**config.mk**
```make
export PLATFORM = sky130hd
export DESIGN_NAME = l2_plru_ctrl
export DESIGN_NICKNAME = d
export VERILOG_FILES = /design/src/rtl/l2_plru_ctrl.sv
export SDC_FILE = /design/constraint.sdc
export NUM_CORES = 1
export LEC_CHECK = 0
export ABC_AREA = 1
export CORE_AREA = 3 3 40 42
export CTS_CLUSTER_SIZE = 10
export DETAILED_ROUTE_END_ITERATION = 8
export DIE_AREA = 0 0 43 45
export GPL_TIMING_DRIVEN = 0
export PLACE_DENSITY = 0.69
export REMOVE_ABC_BUFFERS = 1
export SYNTH_ARGS = -nofsm -noshare
export SYNTH_HDL_FRONTEND = slang
export SYNTH_SLANG_ARGS = --single-unit
```
**constraint.sdc**
```tcl
create_clock -name clk -period 1.3 [get_ports clk]
set_input_delay 0.39 -clock clk [delete_from_list [all_inputs] [get_ports clk]]
set_output_delay 0.39 -clock clk [all_outputs]
set_load 0.05 [all_outputs]
```
**src/rtl/l2_plru_ctrl.sv**
```systemverilog
// 4-way tree-PLRU controller for the L2: victim query and update over an external 8x3 LRU array.
// Optional init sweep of the array is compiled in with `define L2_PLRU_INIT_SWEEP_EN.
module l2_plru_ctrl #(
  parameter logic [2:0] INIT_VAL = 3'b000
) (
  input  logic       clk,
  input  logic       reset,
  input  logic       req_valid,
  output logic       req_ready,
  input  logic       req_touch,
  input  logic [2:0] req_index,
  input  logic [1:0] req_way,
  output logic       resp_valid,
  output logic [1:0] resp_victim,
  output logic [2:0] lru_index,
  output logic [2:0] lru_in,
  output logic       ld_lru,
  input  logic [2:0] lru_rdata,
  output logic       init_busy
);

`ifdef L2_PLRU_INIT_SWEEP_EN
  typedef enum logic [1:0] {ST_INIT = 2'd0, ST_IDLE = 2'd1, ST_LOOKUP = 2'd2} state_t;
  localparam state_t RESET_ST = ST_INIT;
  logic [2:0] sweep_cnt;
`else
  typedef enum logic [1:0] {ST_IDLE = 2'd1, ST_LOOKUP = 2'd2} state_t;
  localparam state_t RESET_ST = ST_IDLE;
`endif

  state_t     state;
  logic [2:0] idx_q;
  logic [1:0] way_q;
  logic       touch_q;

  // bit2 picks the pair; bit1 resolves ways 0/1, bit0 resolves ways 2/3
  function automatic logic [1:0] plru_victim(input logic [2:0] b);
    if (b[2]) return b[0] ? 2'd3 : 2'd2;
    else      return b[1] ? 2'd1 : 2'd0;
  endfunction

  function automatic logic [2:0] plru_touch(input logic [2:0] b, input logic [1:0] w);
    case (w)
      2'd0:    return {2'b11, b[0]};
      2'd1:    return {2'b10, b[0]};
      2'd2:    return {1'b0, b[1], 1'b1};
      default: return {1'b0, b[1], 1'b0};
    endcase
  endfunction

  always_ff @(posedge clk or posedge reset) begin
    if (reset) begin
      state   <= RESET_ST;
      idx_q   <= '0;
      way_q   <= '0;
      touch_q <= 1'b0;
`ifdef L2_PLRU_INIT_SWEEP_EN
      sweep_cnt <= '0;
`endif
    end else begin
      case (state)
`ifdef L2_PLRU_INIT_SWEEP_EN
        ST_INIT: begin
          sweep_cnt <= sweep_cnt + 3'd1;
          if (sweep_cnt == 3'd7) state <= ST_IDLE;
        end
`endif
        ST_IDLE: begin
          if (req_valid) begin
            idx_q   <= req_index;
            way_q   <= req_way;
            touch_q <= req_touch;
            state   <= ST_LOOKUP;
          end
        end
        ST_LOOKUP: state <= ST_IDLE;
        default:   state <= ST_IDLE;
      endcase
    end
  end

  // Array read is combinational, so the LOOKUP outputs are decoded from lru_rdata in-cycle
  always_comb begin
    req_ready   = 1'b0;
    resp_valid  = 1'b0;
    resp_victim = '0;
    ld_lru      = 1'b0;
    lru_in      = '0;
    lru_index   = req_index;
    init_busy   = 1'b0;
    case (state)
`ifdef L2_PLRU_INIT_SWEEP_EN
      ST_INIT: begin
        init_busy = 1'b1;
        ld_lru    = ~reset;
        lru_in    = INIT_VAL;
        lru_index = sweep_cnt;
      end
`endif
      ST_IDLE: req_ready = 1'b1;
      ST_LOOKUP: begin
        lru_index   = idx_q;
        resp_valid  = 1'b1;
        resp_victim = plru_victim(lru_rdata);
        if (touch_q) begin
          ld_lru = 1'b1;
          lru_in = plru_touch(lru_rdata, way_q);
        end
      end
      default: ;
    endcase
  end

endmodule

```
==> results <==
- The repair_antennas step left the layout with diodes totalling 0.
- For this design, the sink count on the clock tree is 8.
- The max-capacitance violation count is 0.
- OpenSTA, run right after detailed placement, puts the worst setup slack at -0.992 ns.
- The portion of total power attributed to combinational logic is 0.378.
- After technology mapping, the gate count stands at between 60 and 70.
- The number of optimization iterations in the first detailed-route pass is 4.
- The endpoint of the worst-slack reg-to-reg timing path is way_q[1].
- For this design the static power due to leakage is 0.446 nW.
- TritonCTS built the clock tree.
- The maximum number of pins on one net before global-route repair is 9.
- The worst register-to-register path begins at state[0].
- The number of DRC markers after the initial detailed-route iteration is 11.
- For this design the ratio of total power to cell area is approximately 1100 nW/µm².
- The number of core rows is 13.
- In this run the register-to-register setup slack is -0.02 ns.
- The worst-case vdd ir drop is about 0.00056 V.
- The congestion estimate from routability-driven global placement came to 0.750.
- The largest clock skew in the final design is around 0.0028 ns.
- For the worst setup path, the data arrival time is approximately 1.3 ns.
- The switching share of power is 0.368.
- After synthesis, the largest family of logic cells by area is simple AND/OR/NAND/NOR gates.
- The detailed-route via count is 511.
- The critical path is of the register to primary output type.
- The number of antenna-violating nets in the routed design is 0.
- Summed over all nets, the switching power comes to 0.323 mW.
- The number of antenna violations at the first check in global routing was 0.
- The TritonCTS buffer count is 3.
- Measured on the finished design, the core utilization comes to 0.623.
- Based on the critical path, the design can be clocked at up to around 0.61 GHz.
- The number of setup violations in the final report is 17.
- The synthesis-stage register bit count is 8.
- Counting cells, the worst reg-to-reg path comes to 7.
- The horizontal extent of the die is roughly 43 µm.
- Hold timing on the final database bottoms out at a slack of ~0.37 ns.
- The area fraction in and, or, nand and nor cells after synthesis is 0.393.
- The final number of hold-violating endpoints is 0.
- The placed instance area is approximately 670 µm².
- Detailed placement ended at an HPWL of between 800 and 900 µm.
- The worst path in the final design needs a cycle of 1.64 ns, including I/O delays and setup.
- STA classifies the critical path endpoint as a primary output.
- Relative to the synthesized area, the layout overhead comes to 75.8%.
- CTS built an H-tree with a depth of 1.
- In this run the tool buffered the top-level ports with 22 buffer cells.
- The region available for standard cell placement spans 1280 µm².
- In this run the clock root is driven by a clkbuf_4.
- For this configuration, the core starts out at a cell density of 0.354.
- The share of cells above drive strength 1 is 0.396.
- No sink is reached through more buffers than the 2 on the longest clock path.
- Of the total power, the clock network draws 0.236.
- Of the synthesized area, sequential elements account for 0.442.
- The per-cell via count in the routed design is ~4.6.
- For the worst setup path, the data required time is slightly above 0.9 ns.
- For this design the top-level I/O count stands at 24.
- The share of the synthesized area in compound gates (AO/OA/AOI/OAI) is 0.0220.
- In the routed design, unresolved DRC markers number 0.
- After synthesis, the share of cell area in mux cells is 0.
- The flow ran to the end, but the final reports show violations.
- The post-route standard cell area excluding fillers is 801 µm².
- The first-pass GRT wire length is ~1.8 mm.
- In this run the mean area of a mapped cell was 7.01 µm².
- The wire length reported by the detailed router is roughly 1.2 mm.
- The final critical-path setup slack is -0.337 ns.
- The internal portion of the total power is around 0.55 mW.
- The routed wirelength normalized by instance count is 10.4 µm.
- The critical path starts at state[0].
- Of the total synthesized cell area, the portion taken by XOR and XNOR cells is 0.
- The final layout contains 109 nets.
- The number of global-route vias before repair came to between 400 and 500.
- The Yosys step of the flow raised 0 warnings.
- The latest clock arrival within the worst-skew pair is 0.26 ns.
- The total overflow left after global routing is 0.
- Setup repair after global routing could not meet its margin everywhere.
- STA classifies the critical path startpoint as a register.
- The die outline area is about 1900 µm².
- The post-route total power is just under 0.9 mW.
- The adder and majority gate portion of the synthesized area is 0.
- The cell area after synthesis is 455 µm².
- The register share of total power is 0.386.
- Of all nets on the critical path, the largest fanout is 6.
- The number of max-slew violations in the final report is 0.
- The min-delay analysis places its worst path in the category primary input to async pin.
- The portion of the clock cycle consumed by the worst path in the final layout is 1.26.
- The number of unique standard cell types used by synthesis is 16.
- Across every metal layer, demand over resource in global routing totals 0.125.
- After clock tree synthesis, the clock-pin slew on the worst setup and hold paths is 0.06 ns.
- The die extent in y is between 40 and 50 µm.
- The final reports fail on negative setup slack.
## per-stage QoR
| stage | std cells | TNS, ns |
|---|---|---|
| after global routing | 111 | -4.56 |
| after global placement | 99 | -9.94 |
| after CTS | 107 | -3.29 |
| after detailed placement | 99 | -10.14 |
| final | 111 | -3.50 |
| after floorplan | 62 | -2.70 |
## cells in the mapped netlist
cell / instances / share of area
dfstp_2: 1 / 0.058
nand2_1: 28 / 0.23
nand2_2: 1 / 0.014
dfrtp_1: 7 / 0.38
conb_1: 1 / 0.0082
nand4_1: 6 / 0.082
o21ai_0: 1 / 0.011
nor2_1: 4 / 0.033
a21oi_1: 1 / 0.011
clkbuf_2: 1 / 0.011
nand3_2: 1 / 0.022
inv_1: 7 / 0.058
nand3_1: 1 / 0.011
inv_2: 3 / 0.025
buf_4: 1 / 0.016
buf_6: 1 / 0.025
## flip-flops by register name, indices dropped and copies added (netlist names)
name,flops
state,2
way_q,2
idx_q,3
touch_q,1
## kinds of logic after synthesis
kind of cell    count (synthesis)
other cells                     1
buf+inv                        13
flops                           8
simple gates                   41
compound gates                  2
## how the worst max path moves through the flow
stage	to	slack (ns)	cells after the start
CTS	lru_index[2]	-0.33	6
global placement	lru_in[1]	-0.98	6
detailed placement	lru_in[1]	-0.99	6
floorplan	resp_victim[0]	-0.39	3
finish	lru_index[2]	-0.34	6
global route	lru_index[2]	-0.40	6
## power groups by stage
| stage | Combinational (mW) | Sequential [mW] | Clock [mW] |
|---|---|---|---|
| 6_report | 0.332 | 0.338 | 0.207 |
| 2_1_floorplan | 0.171 | 0.332 | 0 |
| 3_3_place_gp | 0.262 | 0.340 | 0 |
| 5_1_grt | 0.359 | 0.344 | 0.233 |
| 4_1_cts | 0.295 | 0.334 | 0.217 |
| 3_5_place_dp | 0.265 | 0.344 | 0 |
## critical path, cell delays in order (launching register included)
cell and delay, ns:
dfstp_2 0.54, inv_2 0.05, nand2_4 0.09, inv_4 0.05, nand2_2 0.06, nand2_2 0.05
buf_6 0.14
## cells in the final DEF (no fill, tap or decap), types with 3 or more instances in the layout
master,instances
nand4_1,6
dfrtp_1,7
nor2_1,3
buf_6,7
nand2_2,7
dlygate4sd2_1,3
inv_1,6
clkdlybuf4s50_1,8
clkbuf_4,3
inv_2,3
nand2_1,21
buf_4,10
## layout make-up
class | instances | area, µm²
fill | 135 | 484
inverter | 10 | 40.0
tap | 15 | 18.8
sequential | 8 | 201
timing repair buffer | 30 | 280
clock buffer | 4 | 26.3
multi-input combinational | 44 | 234
## timing repair
action	CTS	global route
gates resized for setup	76	15
hold buffers	0	0
endpoints found under the setup margin	11	11
buffers inserted	4	4
pin swaps	2	2
## metal layers
metal,wire length [µm],track usage,share of wire
met1,483,0.148,0.42
met5,0,0,0
met2,507,0.204,0.44
met4,46,0.0904,0.040
met3,112,0.0239,0.097
Power figures use the tool's default switching activity.
